<file path="config.mk">
export PLATFORM = sky130hd
export DESIGN_NAME = qspi_read_scheduler
export DESIGN_NICKNAME = d
export VERILOG_FILES = /design/src/rtl/qspi_read_pkg.sv /design/src/rtl/rr_arb2.sv /design/src/rtl/qspi_read_scheduler.sv
export SDC_FILE = /design/constraint.sdc
export NUM_CORES = 1
export LEC_CHECK = 0
export BUFFER_PORTS_ARGS = -buffer_cell sky130_fd_sc_hd__buf_2
export CAP_MARGIN = 10
export CORE_AREA = 2 2 177 179
export DETAILED_ROUTE_END_ITERATION = 8
export DIE_AREA = 0 0 179 181
export PLACE_DENSITY_LB_ADDON = 0.08
export SYNTH_ARGS = -nofsm -noshare
export SYNTH_HDL_FRONTEND = slang
export SYNTH_HIERARCHICAL = 1
export SYNTH_SLANG_ARGS = --single-unit
</file>
<file path="constraint.sdc">
create_clock -name CLK_25M_CKMNG_MAIN_PLD -period 10.1 [get_ports CLK_25M_CKMNG_MAIN_PLD]
set_input_delay 0.505 -clock CLK_25M_CKMNG_MAIN_PLD [delete_from_list [all_inputs] [get_ports CLK_25M_CKMNG_MAIN_PLD]]
set_output_delay 0.505 -clock CLK_25M_CKMNG_MAIN_PLD [all_outputs]
set_load 0.005 [all_outputs]
</file>
<file path="src/rtl/qspi_read_pkg.sv">
// Shared definitions for the QSPI read scheduler: state encoding, flash
// geometry defaults and SPI lane-mode codes.
package qspi_read_pkg;

    // Bytes per flash die; the die index is the address bit just above it.
    localparam logic [31:0] DIE_SIZE = 32'h0200_0000;

    // Largest engine segment; segments never straddle a SEG_MAX-aligned page.
    localparam int unsigned SEG_MAX = 256;

    // SPI lane modes as presented on mode0/mode1 and eng_mode.
    localparam logic [1:0] MODE_SINGLE  = 2'b00;
    localparam logic [1:0] MODE_DUAL    = 2'b01;
    localparam logic [1:0] MODE_QUAD    = 2'b10;
    localparam logic [1:0] MODE_ILLEGAL = 2'b11;

    typedef enum logic [2:0] {
        ST_IDLE     = 3'd0,
        ST_ARB      = 3'd1,
        ST_CHECK    = 3'd2,
        ST_DIE      = 3'd3,
        ST_DIE_WAIT = 3'd4,
        ST_ISSUE    = 3'd5,
        ST_WAIT     = 3'd6,
        ST_FIN      = 3'd7
    } state_t;

    function automatic logic mode_is_legal(input logic [1:0] mode);
        return mode != MODE_ILLEGAL;
    endfunction

endpackage

</file>
<file path="src/rtl/rr_arb2.sv">
// Two-way round-robin arbiter. The preference pointer moves only when a grant
// is actually taken (advance), so a requester that is refused keeps priority.
module rr_arb2 (
    input  logic       clk,
    input  logic       rst,
    input  logic [1:0] req,
    input  logic       advance,
    output logic [1:0] gnt
);

    // pref_q = 1 means requester 1 wins a tie; reset prefers requester 0.
    logic pref_q;
    logic pref_d;

    // Grant selection and pointer update; the winner yields priority next time.
    always_comb begin
        gnt    = 2'b00;
        pref_d = pref_q;
        case (req)
            2'b01:   gnt = 2'b01;
            2'b10:   gnt = 2'b10;
            2'b11:   gnt = pref_q ? 2'b10 : 2'b01;
            default: gnt = 2'b00;
        endcase
        if (advance && (gnt != 2'b00)) begin
            pref_d = gnt[0];
        end
    end

    // Preference pointer register.
    always_ff @(posedge clk) begin
        if (rst) begin
            pref_q <= 1'b0;
        end else begin
            pref_q <= pref_d;
        end
    end

endmodule

</file>
<file path="src/rtl/qspi_read_scheduler.sv">
// QSPI read scheduler: arbitrates two byte-range read requesters and breaks
// each range into page-bounded engine segments, switching flash die on the way.
//
// state    | meaning
// ---------+------------------------------------------------------------
// IDLE     | no owner; waits for any req
// ARB      | round-robin pick, latch owner's range and mode
// CHECK    | validate range/mode, decide whether a die switch is needed
// DIE      | issue die-switch command to the engine
// DIE_WAIT | wait for engine to finish the die switch
// ISSUE    | wait for FIFO room, then issue one segment
// WAIT     | wait for segment completion, advance cur_addr
// FIN      | done/err pulse visible, release grant
module qspi_read_scheduler #(
    parameter logic [31:0] DIE_SIZE = qspi_read_pkg::DIE_SIZE,
    parameter int unsigned SEG_MAX  = qspi_read_pkg::SEG_MAX
) (
    input  logic        CLK_25M_CKMNG_MAIN_PLD,
    input  logic        PWRGD_P1V2_MAX10_AUX_PLD_R,
    input  logic [1:0]  req,
    input  logic [31:0] start_addr0,
    input  logic [31:0] end_addr0,
    input  logic [31:0] start_addr1,
    input  logic [31:0] end_addr1,
    input  logic [1:0]  mode0,
    input  logic [1:0]  mode1,
    output logic [1:0]  gnt,
    output logic [1:0]  done,
    output logic [1:0]  err,
    output logic        busy,
    output logic        eng_start,
    output logic [31:0] eng_addr,
    output logic [8:0]  eng_len,
    output logic [1:0]  eng_mode,
    output logic        eng_die_switch,
    output logic        eng_die_sel,
    input  logic        eng_done,
    input  logic        fifo_full
);

    import qspi_read_pkg::*;

    localparam int          DIE_BIT    = $clog2(DIE_SIZE);
    localparam logic [32:0] ADDR_LIMIT = {DIE_SIZE, 1'b0};
    localparam logic [32:0] SEG_MASK   = 33'(SEG_MAX - 1);
    localparam logic [32:0] SEG_SPAN   = 33'(SEG_MAX);

    logic clk;
    logic rst;
    assign clk = CLK_25M_CKMNG_MAIN_PLD;
    assign rst = PWRGD_P1V2_MAX10_AUX_PLD_R;

    state_t      state_q, state_d;
    logic [31:0] cur_addr_q, cur_addr_d;
    logic [31:0] end_addr_q, end_addr_d;
    logic [1:0]  mode_q, mode_d;
    logic [1:0]  gnt_q, gnt_d;
    logic        die_q, die_d;
    logic [1:0]  done_q, done_d;
    logic [1:0]  err_q, err_d;
    logic        eng_start_q, eng_start_d;
    logic [31:0] eng_addr_q, eng_addr_d;
    logic [8:0]  eng_len_q, eng_len_d;
    logic        eng_die_switch_q, eng_die_switch_d;
    logic        eng_die_sel_q, eng_die_sel_d;

    logic [1:0]  arb_gnt;
    logic        arb_advance;

    logic [32:0] rem_len;
    logic [32:0] seg_room;
    logic [32:0] seg_len;
    logic [32:0] next_addr;
    logic        range_bad;

    rr_arb2 u_arb (
        .clk     (clk),
        .rst     (rst),
        .req     (req),
        .advance (arb_advance),
        .gnt     (arb_gnt)
    );

    // Segment sizing and range validation, all at 33 bits so a full
    // 256-byte segment and addresses near 4 GiB cannot wrap.
    always_comb begin
        rem_len   = {1'b0, end_addr_q} - {1'b0, cur_addr_q} + 33'd1;
        seg_room  = SEG_SPAN - ({1'b0, cur_addr_q} & SEG_MASK);
        seg_len   = (rem_len < seg_room) ? rem_len : seg_room;
        next_addr = {1'b0, cur_addr_q} + {24'd0, eng_len_q};
        range_bad = ({1'b0, end_addr_q} < {1'b0, cur_addr_q})
                  || !mode_is_legal(mode_q)
                  || ({1'b0, end_addr_q} >= ADDR_LIMIT);
    end

    // Next-state and registered-output computation for the scheduler FSM.
    always_comb begin
        state_d          = state_q;
        cur_addr_d       = cur_addr_q;
        end_addr_d       = end_addr_q;
        mode_d           = mode_q;
        gnt_d            = gnt_q;
        die_d            = die_q;
        done_d           = 2'b00;
        err_d            = 2'b00;
        eng_start_d      = 1'b0;
        eng_addr_d       = eng_addr_q;
        eng_len_d        = eng_len_q;
        eng_die_switch_d = 1'b0;
        eng_die_sel_d    = eng_die_sel_q;
        arb_advance      = 1'b0;

        case (state_q)
            ST_IDLE: begin
                if (req != 2'b00) begin
                    state_d = ST_ARB;
                end
            end
            ST_ARB: begin
                if (arb_gnt != 2'b00) begin
                    arb_advance = 1'b1;
                    gnt_d       = arb_gnt;
                    if (arb_gnt[1]) begin
                        cur_addr_d = start_addr1;
                        end_addr_d = end_addr1;
                        mode_d     = mode1;
                    end else begin
                        cur_addr_d = start_addr0;
                        end_addr_d = end_addr0;
                        mode_d     = mode0;
                    end
                    state_d = ST_CHECK;
                end else begin
                    // Request withdrawn before it could be granted.
                    state_d = ST_IDLE;
                end
            end
            ST_CHECK: begin
                if (range_bad) begin
                    err_d   = gnt_q;
                    state_d = ST_FIN;
                end else if (cur_addr_q[DIE_BIT] != die_q) begin
                    state_d = ST_DIE;
                end else begin
                    state_d = ST_ISSUE;
                end
            end
            ST_DIE: begin
                eng_die_switch_d = 1'b1;
                eng_die_sel_d    = cur_addr_q[DIE_BIT];
                state_d          = ST_DIE_WAIT;
            end
            ST_DIE_WAIT: begin
                if (eng_done) begin
                    die_d   = eng_die_sel_q;
                    state_d = ST_ISSUE;
                end
            end
            ST_ISSUE: begin
                if (!fifo_full) begin
                    eng_start_d = 1'b1;
                    eng_addr_d  = cur_addr_q;
                    eng_len_d   = 9'(seg_len);
                    state_d     = ST_WAIT;
                end
            end
            ST_WAIT: begin
                if (eng_done) begin
                    cur_addr_d = 32'(next_addr);
                    if (next_addr > {1'b0, end_addr_q}) begin
                        done_d  = gnt_q;
                        state_d = ST_FIN;
                    end else begin
                        state_d = ST_CHECK;
                    end
                end
            end
            ST_FIN: begin
                gnt_d   = 2'b00;
                state_d = ST_IDLE;
            end
            default: begin
                gnt_d   = 2'b00;
                state_d = ST_IDLE;
            end
        endcase
    end

    // State and datapath registers; reset abandons any transfer silently.
    always_ff @(posedge clk) begin
        if (rst) begin
            state_q          <= ST_IDLE;
            cur_addr_q       <= 32'd0;
            end_addr_q       <= 32'd0;
            mode_q           <= MODE_SINGLE;
            gnt_q            <= 2'b00;
            die_q            <= 1'b0;
            done_q           <= 2'b00;
            err_q            <= 2'b00;
            eng_start_q      <= 1'b0;
            eng_addr_q       <= 32'd0;
            eng_len_q        <= 9'd0;
            eng_die_switch_q <= 1'b0;
            eng_die_sel_q    <= 1'b0;
        end else begin
            state_q          <= state_d;
            cur_addr_q       <= cur_addr_d;
            end_addr_q       <= end_addr_d;
            mode_q           <= mode_d;
            gnt_q            <= gnt_d;
            die_q            <= die_d;
            done_q           <= done_d;
            err_q            <= err_d;
            eng_start_q      <= eng_start_d;
            eng_addr_q       <= eng_addr_d;
            eng_len_q        <= eng_len_d;
            eng_die_switch_q <= eng_die_switch_d;
            eng_die_sel_q    <= eng_die_sel_d;
        end
    end

    assign gnt            = gnt_q;
    assign done           = done_q;
    assign err            = err_q;
    assign busy           = (state_q != ST_IDLE);
    assign eng_start      = eng_start_q;
    assign eng_addr       = eng_addr_q;
    assign eng_len        = eng_len_q;
    assign eng_mode       = (gnt_q != 2'b00) ? mode_q : MODE_SINGLE;
    assign eng_die_switch = eng_die_switch_q;
    assign eng_die_sel    = eng_die_sel_q;

endmodule
</file>
==> impl_metrics.csv, run 1 <==
group,metric,value,unit
final_layout,drive_gt1_share,17.72,%
placement,io_buffer_count,190,
setup_path,r2r_start,"cur_addr_q[0]",
floorplan,die_w,179,um
timing,worst_pin_slew,1.114,ns
clock_network,cts_setup_buffers,0,
clock_network,path_clk_slew,0.07,ns
setup_path,path_max_fanout,12,
clock_network,clock_latency,0.44,ns
setup_path,critPathCaptureType,"register",
timing,fmax,196.0,MHz
route,drcViolationCount,0,
floorplan,row_count,64,
route,firstDrtPassIters,5,
logic_synthesis,synth_edf_count,0,
final_layout,fin_nets,1786,
global_route,grt_max_degree,93,
logic_synthesis,yosysTopAreaCellShare,22.39,%
global_route,grt_pass1_wl,57590,um
clock_network,cts-resized-gates,0,
power_and_ir_drop,p_clk_share,18.1,%
logic_synthesis,synth-seq-cells,121,
power_and_ir_drop,p_comb_share,63.7,%
timing,hold_viol_final,0,
logic_synthesis,synth.distinct_cells,90,
logic_synthesis,ys_seq_area_share,22.39,%
final_layout,ff_latch_area,2422,um^2
timing,slew_violations,0,
power_and_ir_drop,p_leak,5.304,nW
clock_network,cts_buffers,17,
flow_run,maxCapViolations,0,
clock_network,clock_sinks,121,
clock_network,clk_path_buf_depth,2,
clock_network,cts_hold_buffers,0,
floorplan,core-area,30350,um^2
route,viasPerCell,5.394,
power_and_ir_drop,pwr-share-seq,18.1,%
power_and_ir_drop,peakVddDrop,0.0001157,V
timing,finalCritPeriodShare,50.51,%
placement,hpwl,29550,um
logic_synthesis,async_flop_share,0,%
clock_network,cts_tree,"yes",
logic_synthesis,ys_top_cells_by_area,"dfxtp_1 (22%), ha_1 (13%), mux2i_1 (6.6%)",
power_and_ir_drop,power.share.switching,49.69,%
timing,setup_viol,0,
route,drtIter0Drc,547,
logic_synthesis,synth-main-ff-cell,"dfxtp_1",
route,drt_wl_total,37240,um
power_and_ir_drop,power_density,283.6,nW/um^2
setup_path,r2r_end,"state_q[2]",
logic_synthesis,syn_nets,1638,
setup_path,required,10.36,ns
logic_synthesis,synth_area_leader_cell,"dfxtp_1",
route,vias,10384,
setup_path,critPathCapture,"state_q[2]",
clock_network,htreeDepth,4,
setup_path,rrSetupSlack,5.00,ns
placement,gp_congestion,0.9087,
final_layout,synthToLayoutAreaGrowth,16.82,%
floorplan,initial_utilization,35.64,%
timing,finalSetupTns,0,ns
floorplan,dieHeight,181,um
timing,finalClockSkew,0.01385,ns
final_layout,multi_input_area,7737,um^2
timing,rsz0062_at_grt,"false",
power_and_ir_drop,p_switching,1.781,mW
final_layout,fin_util,41.64,%
timing,period_minus_slack,5.102,ns
setup_path,crit_start,"cur_addr_q[0]",
min_path,hold_path_class,"input port to register",
clock_network,cts-root-buf,"clkbuf_16",
power_and_ir_drop,p_int,1.803,mW
setup_path,critPathKind,"register to register",
route,avgRoutedWirePerCell,19.34,um
floorplan,dieArea,32400,um^2
setup_path,reg2regPathDepth,21,
final_layout,final_common_cell,"buf_2",
logic_synthesis,syn-cell-area,10820,um^2
timing,relSlewSlack,25.74,%
global_route,grt_overflow_total,0,
setup_path,start_kind,"register",
floorplan,io-pin-count,191,
final_layout,diodes,0,
setup_path,critPathArrivalTime,5.36,ns
global_route,grt_pass1_vias,10371,
route,postRouteAntennaNets,0,
logic_synthesis,yosysWarningCount,6,
logic_synthesis,synth_area_per_cell,7.908,um^2
global_route,gr-usage-all-layers,22.99,%
final_layout,fillers,3192,
global_route,antenna_found_initial,1,
logic_synthesis,synth_cells,1368,
final_layout,final_cell_mix,"buf_2 (189), nand2_1 (146), dfxtp_1 (121), a21oi_1 (117), ha_1 (115)",
status,outcome,"finished, final reports clean",
[cell type report]
cell class	instances	share of cell area (%)
clock inverters	14	1.287
clock buffers	18	3.396
flip-flops and latches	121	19.17
well taps	396	3.921
inverters	100	2.980
repair buffers	198	8.020
multi-input cells	1078	61.23
[registers in the layout, indices dropped and copies added (netlist names)]
name / count
cur_addr_q: 32
die_q: 1
done: 2
end_addr_q: 32
eng_addr: 32
eng_die_sel: 1
eng_die_switch: 1
eng_len: 9
eng_start: 1
err: 2
gnt: 2
mode_q: 2
state_q: 3
u_arb/pref_q: 1
[per-layer routing]
metal | GRT usage (%) | part of all wire, %
met1 | 27.97 | 43
met2 | 42.34 | 52
met3 | 3.157 | 4.1
met4 | 5.008 | 1.2
met5 | 0 | 0
[cells in the mapped netlist, drive strengths merged (17+ instances only)]
cell type / count
mux2i: 71
clkbuf: 56
a211oi: 47
dfxtp: 121
nand2b: 26
nand2: 146
nor3: 31
nand4: 29
ha: 115
xnor2: 44
a21oi: 121
inv: 99
o211ai: 20
nand3: 38
a21o: 31
nor2: 107
fa: 17
o21ai: 52
[worst min path at each step]
stage                             from              to  slack [ns]  cells after the start
after global placement    eng_addr[21]    eng_addr[21]        0.44                      2
after floorplan             state_q[0]  eng_die_switch        0.44                      2
after global routing            req[0]    u_arb/pref_q        0.39                      3
final                         mode0[1]       mode_q[1]        0.40                      3
after detailed placement  eng_addr[26]    eng_addr[26]        0.44                      2
after CTS                       req[0]    u_arb/pref_q        0.38                      3
[through the flow]
stage	power [mW]	std cells	setup slack, ns	hold WS, ns	instance area [um^2]
final	3.584	1925	4.998	0.3967	12640
after detailed placement	2.918	1893	5.053	0.4446	12050
after global routing	3.856	1925	4.617	0.3886	12640
after global placement	2.937	1893	5.166	0.4441	12050
after CTS	3.588	1925	5.043	0.3843	12640
after floorplan	2.297	1368	5.947	0.4409	10820
[worst max-delay path: stages, from the launching register on]
cell and delay [ns]:
dfxtp_1 0.39, ha_1 0.24, fa_1 0.41, a21o_1 0.17, a21oi_1 0.22, o21bai_1 0.09
a21oi_1 0.21, o21bai_1 0.12, a21oi_1 0.81, nor2_1 0.14, xnor2_1 0.22, ha_1 0.27
a21o_1 0.16, a21o_1 0.17, a21oi_1 0.13, o21ai_0 0.10, a21oi_1 0.20, o31ai_1 0.10
a21o_1 0.16, a21oi_1 0.30, a211o_1 0.19, a41oi_1 0.10
[power by group through the flow]
stage | combinational (mW) | sequential [mW] | clock (mW)
floorplan | 1.69 | 0.606 | 0
global placement | 2.28 | 0.662 | 0
detailed placement | 2.26 | 0.662 | 0
CTS | 2.27 | 0.650 | 0.664
global route | 2.51 | 0.659 | 0.687
finish | 2.28 | 0.649 | 0.650
[kinds of logic after synthesis]
family / Yosys count / share of synthesized area [%]
AO/OA/AOI/OAI: 364 / 23.10
flip-flops: 121 / 22.39
buffers and inverters: 169 / 6.211
multiplexers: 72 / 6.674
XOR/XNOR: 50 / 4.118
adder cells (fa/ha/maj): 132 / 16.45
AND/OR/NAND/NOR: 460 / 21.06
(Power assumes the default switching activity.)
==> run 2, diff against run 1 <==
--- a/config.mk
+++ b/config.mk
@@ -5,11 +5,12 @@
 export SDC_FILE = /design/constraint.sdc
 export NUM_CORES = 1
 export LEC_CHECK = 0
+export ABC_AREA = 1
 export BUFFER_PORTS_ARGS = -buffer_cell sky130_fd_sc_hd__buf_2
 export CAP_MARGIN = 10
-export CORE_AREA = 2 2 177 179
+export CORE_AREA = 2 2 179 181
 export DETAILED_ROUTE_END_ITERATION = 8
-export DIE_AREA = 0 0 179 181
+export DIE_AREA = 0 0 181 183
 export PLACE_DENSITY_LB_ADDON = 0.08
 export SYNTH_ARGS = -nofsm -noshare
 export SYNTH_HDL_FRONTEND = slang
==> constraint.sdc (replaced) <==
create_clock -name CLK_25M_CKMNG_MAIN_PLD -period 4.5 [get_ports CLK_25M_CKMNG_MAIN_PLD]
set_input_delay 0.225 -clock CLK_25M_CKMNG_MAIN_PLD [delete_from_list [all_inputs] [get_ports CLK_25M_CKMNG_MAIN_PLD]]
set_output_delay 0.225 -clock CLK_25M_CKMNG_MAIN_PLD [all_outputs]
set_load 0.005 [all_outputs]
==> impl_metrics.csv, run 2 <==
group,metric,value,unit
power_and_ir_drop,power_density,884.4,nW/um^2
min_path,hold_path_class,"input port to register",
route,postRouteAntennaNets,0,
timing,period_minus_slack,4.080,ns
setup_path,critPathCaptureType,"register",
placement,placed_cell_area,12430,um^2
logic_synthesis,synth_cells,1748,
global_route,grt_overflow_total,0,
timing,setup_viol,0,
timing,finalClockSkew,0.009857,ns
clock_network,cts_tree,"yes",
power_and_ir_drop,peakVddDrop,0.0003130,V
logic_synthesis,synth_area_per_cell,6.343,um^2
power_and_ir_drop,p_leak,6.626,nW
logic_synthesis,ys_top_cells_by_area,"dfxtp_1 (22%), nand2_1 (18%), ha_1 (13%)",
floorplan,io-pin-count,191,
final_layout,synthToLayoutAreaGrowth,18.72,%
logic_synthesis,synth_common_cells,"nand2_1 (517), inv_1 (235), a21oi_1 (123)",
placement,place_inst,2295,
setup_path,start_kind,"register",
clock_network,path_clk_slew,0.07,ns
timing,slew_violations,0,
logic_synthesis,syn_nets,2018,
timing,finalCritPeriodShare,90.66,%
clock_network,clk_path_buf_depth,2,
clock_network,clock_latency,0.43,ns
logic_synthesis,synth-main-ff-cell,"dfxtp_1",
setup_path,crit_start,"cur_addr_q[1]",
global_route,grt_max_degree,74,
timing,finalSetupTns,0,ns
floorplan,core-area,31230,um^2
timing,relSlewSlack,50.51,%
clock_network,htreeDepth,4,
min_path,min-delay-start,"end_addr1[24]",
route,drt_wl_total,41430,um
placement,hpwl,33970,um
status,outcome,"finished, final reports clean",
setup_path,path_max_fanout,7,
route,firstDrtPassIters,5,
logic_synthesis,syn-cell-area,11090,um^2
clock_network,cts-resized-gates,0,
power_and_ir_drop,p_clk_share,14.1,%
power_and_ir_drop,p_total,11.64,mW
logic_synthesis,async_flop_share,0,%
setup_path,critPathArrivalTime,4.37,ns
clock_network,clock_sinks,121,
clock_network,cts_buffers,17,
logic_synthesis,yosysMostFrequentCell,"nand2_1",
power_and_ir_drop,p_switching,6.486,mW
final_layout,fillers,3427,
power_and_ir_drop,p_comb_share,71.9,%
logic_synthesis,synth-seq-cells,121,
timing,layout_setup_ws,0.4201,ns
global_route,grt_pass1_vias,11370,
route,drcViolationCount,0,
floorplan,initial_utilization,35.50,%
final_layout,design_area,13160,um^2
power_and_ir_drop,pwr-share-seq,14.0,%
setup_path,r2r_start,"cur_addr_q[1]",
timing,fmax,245.1,MHz
clock_network,cts-root-buf,"clkbuf_16",
route,avgRoutedWirePerCell,17.78,um
power_and_ir_drop,power.share.switching,55.72,%
route,viasPerCell,5.047,
logic_synthesis,ys_seq_area_share,21.85,%
logic_synthesis,synth.distinct_cells,48,
timing,hold_viol_final,0,
floorplan,row_count,65,
floorplan,die_w,181,um
setup_path,required,4.79,ns
placement,pre_cts_slack,0.3786,ns
global_route,gr-usage-all-layers,25.14,%
final_layout,fin_cells,2330,
setup_path,critPathKind,"register to register",
final_layout,diodes,0,
final_layout,final_common_cell,"nand2_1",
final_layout,final_cell_mix,"nand2_1 (516), inv_1 (233), buf_2 (190), a21oi_1 (123), dfxtp_1 (121)",
placement,gp_congestion,0.9268,
timing,worst_pin_slew,0.7236,ns
final_layout,drive_gt1_share,16.29,%
logic_synthesis,yosysTopAreaCellShare,21.85,%
floorplan,dieArea,33120,um^2
logic_synthesis,yosysWarningCount,6,
power_and_ir_drop,p_int,5.155,mW
global_route,antenna_found_initial,0,
route,vias,11759,
timing,rsz0062_at_grt,"false",
placement,io_buffer_count,190,
route,drtIter0Drc,837,
global_route,grt_pass1_wl,64300,um
final_layout,fin_nets,2185,
flow_run,maxCapViolations,0,
logic_synthesis,synth_edf_count,0,
floorplan,dieHeight,183,um
logic_synthesis,synth_area_leader_cell,"dfxtp_1",
run 2: logic make-up after synthesis:
| family | Yosys count | synth area share [%] |
|---|---|---|
| fa+ha+maj | 132 | 16.05 |
| compound gates | 335 | 16.84 |
| simple gates | 795 | 30.93 |
| xor+xnor | 43 | 3.397 |
| buf+inv | 322 | 10.95 |
| flops | 121 | 21.85 |
run 2: final timing paths:
kind / to / slack (ns) / cells past startpoint
worst max-delay path: eng_len[6] / 0.42 / 22
worst min-delay path: end_addr_q[24] / 0.06 / 3
worst max register to register: eng_len[6] / 0.42 / 22
worst min register to register: cur_addr_q[31] / 0.49 / 2
run 2: metrics by stage:
step / hold WS (ns) / utilization, %
6_report: 0.05902 / 42.15
5_1_grt: 0.05227 / 42.15
4_1_cts: 0.04291 / 42.00
3_5_place_dp: 0.4796 / 39.82
3_3_place_gp: 0.4712 / 39.82
2_1_floorplan: 0.2874 / -
run 2: final cells by class:
| class | instances | area [um^2] | area share (%) |
|---|---|---|---|
| well taps | 402 | 503.0 | 3.821 |
| flip-flops and latches | 121 | 2422 | 18.40 |
| inverters | 265 | 994.7 | 7.556 |
| clock buffers | 18 | 439.2 | 3.336 |
| clock inverters | 14 | 242.7 | 1.844 |
| multi-input cells | 1305 | 7473 | 56.77 |
| repair buffers | 205 | 1089 | 8.269 |
run 2: power by group through the flow:
stage	Sequential [mW]	Combinational (mW)	Clock, mW
5_1_grt	1.66	9.51	1.70
3_3_place_gp	1.64	8.28	0
2_1_floorplan	1.50	6.07	0
3_5_place_dp	1.64	8.27	0
6_report	1.63	8.37	1.64
4_1_cts	1.62	8.32	1.66
run 2: timing repair:
item	4_1_cts	5_1_grt
hold buffers	0	0
buffers inserted	0	2
setup endpoints to repair	0	9
run 2: worst max-delay path: stages (launching register included):
cell     delay (ns)
dfxtp_1        0.47
inv_1          0.13
ha_1           0.32
inv_1          0.05
ha_1           0.27
fa_1           0.45
nand2_1        0.10
nand3_1        0.09
nand3_1        0.08
nand2_1        0.10
xor2_1         0.21
ha_1           0.26
nand2_1        0.08
o21ai_0        0.09
a21oi_1        0.15
nand3_1        0.09
nor3_1         0.18
nand4_1        0.16
nor2_4         0.24
buf_12         0.15
nand4_1        0.09
nand3_1        0.12
a21oi_1        0.07
run 2: metal layers:
metal	wire length (um)	GRT usage, %
met1	20350	35.74
met3	2291	3.535
met5	0	0
met4	859	6.992
met2	17940	39.72
